File: src/rtl/pent1m_ports.sv
// Z80 I/O-write decoder and memory-configuration register file for the ATM pagers.
// Latches 7FFD / EFF7 / xx77, strobes the xxF7 pager ports and tracks the DOS flag.
module pent1m_ports (
  input  logic        fclk,
  input  logic        rst_n,
  input  logic        zpos,
  input  logic        zneg,
  input  logic [15:0] za,
  input  logic [7:0]  zd,
  input  logic        iorq_n,
  input  logic        wr_n,
  input  logic        m1_n,
  input  logic [3:0]  dos_turn_on,
  input  logic [3:0]  dos_turn_off,
  output logic [5:0]  pent1m_page,
  output logic        pent1m_ROM,
  output logic        pent1m_scr,
  output logic        pent1m_ram0_0,
  output logic        pent1m_1m_on,
  output logic        pager_off,
  output logic        atm_xxF7_wr,
  output logic        dos
);

  logic       r_iowr;
  logic [5:0] r_page;
  logic       r_rom;
  logic       r_scr;
  logic       r_ram0_0;
  logic       r_eff7_b2;
  logic       r_lock;
  logic       r_pager_off;
  logic       r_dos;

  logic       w_iowr;
  logic       w_port_stb;
  logic       w_wr_7ffd;
  logic       w_wr_eff7;
  logic       w_wr_xx77;
  logic       w_1m_on;
  logic [1:0] w_sel;
  logic       w_unused;

  assign w_iowr     = ~iorq_n & ~wr_n & m1_n;
  // Rising edge of the write request as seen at zpos: one strobe per I/O cycle.
  assign w_port_stb = zpos & w_iowr & ~r_iowr;

  assign w_wr_7ffd  = w_port_stb & ~za[15] & (za[7:0] == 8'hFD);
  assign w_wr_eff7  = w_port_stb & (za[15:12] == 4'hE) & (za[7:0] == 8'hF7);
  assign w_wr_xx77  = w_port_stb & (za[7:0] == 8'h77) & r_dos;
  assign w_1m_on    = ~r_eff7_b2;
  assign w_sel      = za[15:14];

  // Combinational so the pagers latch on the very edge that za/zd are still valid.
  assign atm_xxF7_wr = w_port_stb & (za[7:0] == 8'hF7) & (za[13:12] == 2'b11) & r_dos;

  // zneg and the middle address byte take no part in these decodes.
  assign w_unused = ^{zneg, za[11:8]};

  // NOTE: all state here is sequential and uses non-blocking assignments so every
  // register samples the pre-edge values of its neighbours (lock, 1m_on, dos).
  always_ff @(posedge fclk or negedge rst_n) begin
    if (!rst_n) begin
      r_iowr <= 1'b0;
    end else if (zpos) begin
      r_iowr <= w_iowr;
    end
  end

  always_ff @(posedge fclk or negedge rst_n) begin
    if (!rst_n) begin
      r_page      <= '0;
      r_rom       <= 1'b0;
      r_scr       <= 1'b0;
      r_ram0_0    <= 1'b0;
      r_eff7_b2   <= 1'b0;
      r_lock      <= 1'b0;
      r_pager_off <= 1'b0;
    end else begin
      if (w_wr_eff7) begin
        r_eff7_b2 <= zd[2];
        r_ram0_0  <= zd[3];
        r_lock    <= 1'b0;
      end
      // In 128K mode a locked 7FFD ignores writes until EFF7 is written again.
      if (w_wr_7ffd && !(r_lock && !w_1m_on)) begin
        r_page[2:0] <= zd[2:0];
        r_scr       <= zd[3];
        r_rom       <= zd[4];
        if (w_1m_on) begin
          r_page[5]   <= zd[5];
          r_page[4:3] <= zd[7:6];
        end else begin
          r_page[5:3] <= 3'b000;
          r_lock      <= zd[5];
        end
      end
      if (w_wr_xx77) begin
        r_pager_off <= ~zd[1];
      end
    end
  end

  // Only the pager owning the window of the current address may flip DOS; on beats off.
  always_ff @(posedge fclk or negedge rst_n) begin
    if (!rst_n) begin
      r_dos <= 1'b0;
    end else if (dos_turn_on[w_sel]) begin
      r_dos <= 1'b1;
    end else if (dos_turn_off[w_sel]) begin
      r_dos <= 1'b0;
    end
  end

  assign pent1m_page   = r_page;
  assign pent1m_ROM    = r_rom;
  assign pent1m_scr    = r_scr;
  assign pent1m_ram0_0 = r_ram0_0;
  assign pent1m_1m_on  = w_1m_on;
  assign pager_off     = r_pager_off;
  assign dos           = r_dos;

endmodule
File: config.mk
export PLATFORM = sky130hd
export DESIGN_NAME = pent1m_ports
export DESIGN_NICKNAME = d
export VERILOG_FILES = /design/src/rtl/pent1m_ports.sv
export SDC_FILE = /design/constraint.sdc
export NUM_CORES = 1
export LEC_CHECK = 0
export ABC_AREA = 0
export CELL_PAD_IN_SITES_DETAIL_PLACEMENT = 0
export CELL_PAD_IN_SITES_GLOBAL_PLACEMENT = 1
export CORE_AREA = 3 3 57 59
export DETAILED_ROUTE_END_ITERATION = 10
export DIE_AREA = 0 0 60 62
export GPL_TIMING_DRIVEN = 0
export MAX_ROUTING_LAYER = met4
export PLACE_DENSITY = 0.88
export SYNTH_ARGS = -nofsm -noshare
export SYNTH_HDL_FRONTEND = slang
export SYNTH_SLANG_ARGS = --single-unit
File: constraint.sdc
create_clock -name fclk -period 2.3 [get_ports fclk]
set_clock_uncertainty 0.05 [all_clocks]
set_input_delay 0.345 -clock fclk [delete_from_list [all_inputs] [get_ports fclk]]
set_output_delay 0.345 -clock fclk [all_outputs]
set_load 0.1 [all_outputs]
---- Word level (Yosys, flattened, before mapping) ----
Index checks and enable logic that the tools add are counted.
operators by class
  multiplexer cells ....................... 10
  bitwise operators ....................... 19
  $lt $le $gt $ge ......................... 1
  equal/unequal tests ..................... 5
  reductions and logical operators ........ 4
operators by type and width
  operator            number
  $eq 8x8->1 const B  2
  $and 1x1->1         13
  $eq 8x7->1 const B  1
  $mux 1              7
  $not 1->1           6
  $bmux 1 s2          2
  $eq 4x4->1 const B  1
  $lt 2x3->1 const B  1
  $mux 3              1
  $eq 2x2->1 const B  1
  $logic_and 1x1->1   2
  $reduce_bool 2->1   1
  $logic_not 1->1     1
word-level totals
  output and inout port bits .............. 13
  register bits ........................... 14
  logic and storage cells ................. 48
  bits of input ports ..................... 39

---- Longest topological paths before layout ----
  depth after elaboration ................. 10
  mapped depth ............................ 5
  mapped depth without buffers ............ 4

---- Worst setup path after synthesis ----
OpenSTA, ideal clock, no wires.
  path type ............................... register to output
  from .................................... register r_dos, in the netlist dos
  to ...................................... output atm_xxF7_wr
  setup slack ............................. -1.964 ns
  cell stages (with the launch flop) ...... 3
  required time ........................... 1.905 ns
  path buffers ............................ 0
  data arrival time ....................... 3.869 ns
  path through ............................ dfrtp_1 nand2_1 nor4_1
between the ends
  cells in the longest elaborated chain, start to end .. 1
RTL lines
  what                      line  text
  start: declaration        33    logic r_dos;
  start signal: assignment  107   r_dos <= 1'b0;
  start signal: assignment  109   r_dos <= 1'b1;
  start signal: assignment  111   r_dos <= 1'b0;
  $and 1x1->1               55    assign atm_xxF7_wr = w_port_stb & (za[7:0] == 8'hF7) & (za[13:12] == 2'b11) & r_dos;
  end: declaration          21    output logic atm_xxF7_wr,
No other way between the ends.

---- Worst setup path after layout ----
  from .................................... input zpos
  to ...................................... output atm_xxF7_wr
between the ends
  cells in the longest elaborated chain, start to end .. 5
RTL lines
  what                      line  text
  start: declaration        6     input logic zpos,
  $and 1x1->1 (2 in a row)  46    assign w_port_stb = zpos & w_iowr & ~r_iowr;
  $and 1x1->1 (3 in a row)  55
No other way between the ends.

==> metrics.txt <==
top layer in use=met3; Hold Path Class=primary input to async pin; CP max FO=3; Crit. End Element=primary output; warning count from the yosys run=0; Vias/cell=4.50; Layout area overhead=77.0%; drt pass-1 iters=2; CTS tree=done; leakage power=0.000559 uW; vias post-DR=625; sequential element share of the synthesized area=0.489; Worst Path Arrival=1.80 ns; metal3 WL=183 um; Die Y=62 um; maximum clock frequency=0.456 GHz; initial antenna violation count=0; Post-synth ARST share=1.00; Skew-Pair Late Insertion Delay=0.27 ns; Net Count, Synth=97; non-filler cells, final=139; R2R setup slack=0.61 ns; top post-synthesis cells by area=dfrtp_1 49%, mux2_1 16%, o21bai_1 4.2%; clock sinks=14; pwr/cell area=429 nW/um^2; H-tree levels=1; vias in the first global route=681; unrepaired setup endpoints after global routing=false; worst flop-to-flop path endpoint=pent1m_ram0_0; cts hold-fix bufs=0; Post-synth top flop=dfrtp_1; HPWL after detailed placement=1550 um; setup bufs post-CTS=0; worst ir drop on vdd=250 uV; WS Path Type=primary input to primary output; DR iter-0 viols=11; # rows=19; Resize count post-CTS=7; Power Total=544 uW; effective utilization at floorplan=0.260; worst-path cell chain=clkdlybuf4s50_1, nand4bb_1, nand2b_1, nor4_4, buf_6; Placed Cells=135; Clock Tree Buf Depth=2; # setup viols final=0; Worst setup SP type=primary input; post-route ant nets=0; clk slew on worst S/H paths=0.09 ns; Fillers=282; largest area contributor in the netlist=dfrtp_1; commonest cells in the synthesized netlist=14 x dfrtp_1, 10 x mux2_1, 7 x inv_1; Synth top area share=0.489; Fin. Hold Viols=0; Tot GR Track Use=0.110; routed metal-1 wire length=663 um; most common cell in the netlist=dfrtp_1; final hold slack=0.406 ns; min Tclk post-route=2.19 ns; first-pass GRT wire length=2920 um; # DRC=0; clk root buf=clkbuf_4; Worst path max stage delay=0.48 ns; worst-margin pin slew=0.976 ns; GRT overflow=0; count of cell types in the netlist=22; I/O Buffers=46; die area=3720 um^2; Mapped Cells=58; Ant. Diodes=0; Worst Reg-to-Reg Cells=4; Slowest cell on crit path=clkdlybuf4s50_1; number of synthesized flops with an enable pin=0; layout cell share with drive strength beyond 1=0.102; number of CTS-inserted buffers=3; Post-Route Utilization=0.460; I/O pin count=52; Post-Route WL=1870 um; Seq cells post-synth=14; Final Cycle Share=0.953; Die X=60 um; syn_area_per_cell=12.4 um^2; wire per inst=13.4 um; final slew viol count=0; largest net degree at the start of global routing=15; Worst slew margin=0.347; Critical R2R Launch=r_iowr; worst path required time=1.90 ns; status=finished, final reports clean; Core Region=2760 um^2; Max-Cap Viols=0; final layout net count=148; synthesized area=717 um^2; routability congestion estimate=0.755; Met2 Routed Length=1020 um
state kept, by name (all words and copies together), names as in the netlist:
signal and cells:
pent1m_page 6, pent1m_ram0_0 1, dos 1, pent1m_ROM 1
pager_off 1, r_eff7_b2 1, pent1m_scr 1, r_iowr 1
r_lock 1
cells by family after synthesis:
| logic type | share of synthesized area |
|---|---|
| flip-flops | 0.489 |
| AND/OR/NAND/NOR | 0.195 |
| AO/OA/AOI/OAI | 0.0663 |
| buffers and inverters | 0.0471 |
| multiplexers | 0.202 |
routing by layer:
| layer | vias up | global-route usage |
|---|---|---|
| li1 | 308 | - |
| met1 | 292 | 0.101 |
| met2 | 25 | 0.216 |
| met3 | 0 | 0.0413 |
| met4 | 0 | 0.0190 |
| met5 | - | - |
power by group:
group | internal, uW | total [uW] | switching, uW
registers | 250 | 253 | 2.43
logic | 66.1 | 116 | 49.5
clock network | 96.1 | 176 | 79.7
layout by cell type (no fill, tap or decap), drive strengths merged:
master / instances
a211oi: 1
and2: 1
and4b: 1
buf: 2
clkbuf: 4
clkdlybuf4s50: 44
dfrtp: 14
dlygate4sd2: 1
inv: 7
mux2: 10
mux2i: 1
mux4: 1
nand2: 2
nand2b: 1
nand3b: 1
nand4: 1
nand4b: 2
nand4bb: 1
nor2b: 3
nor3b: 1
nor4: 2
nor4b: 1
o21ai: 2
o21bai: 4
cell type report:
| cell class | instances | area (um^2) | area share |
|---|---|---|---|
| Timing Repair Buffer | 46 | 460 | 0.363 |
| Inverter | 7 | 26.3 | 0.0207 |
| Sequential cell | 14 | 352 | 0.277 |
| Multi-Input combinational cell | 36 | 348 | 0.274 |
| Buffer | 1 | 7.51 | 0.00592 |
| Tap cell | 31 | 38.8 | 0.0306 |
| Clock buffer | 4 | 36.3 | 0.0286 |
stage by stage:
step / setup TNS (ns) / area, um^2 / worst slack (ns)
after global placement: -0.751 / 1230 / -0.751
after CTS: 0 / 1260 / 0.0559
after floorplan: 0 / 733 / 0.00957
after global routing: 0 / 1270 / 0.0446
after detailed placement: -0.784 / 1230 / -0.784
final: 0 / 1270 / 0.109
worst max-delay path: cells and delay by family:
family / cells / cell delay [ns]
buf+inv: 2 / 0.74
simple gates: 3 / 0.71
worst max-delay path by stage:
stage                     startpoint     endpoint  slack (ns)  cells after the start
after global placement          zpos  atm_xxF7_wr       -0.75                      5
after CTS                       zpos  atm_xxF7_wr        0.06                      5
after global routing            zpos  atm_xxF7_wr        0.04                      5
final                           zpos  atm_xxF7_wr        0.11                      5
after detailed placement      iorq_n  atm_xxF7_wr       -0.78                      5
after floorplan                  dos  atm_xxF7_wr        0.01                      2
No activity file was read; power rests on OpenSTA's default activity.
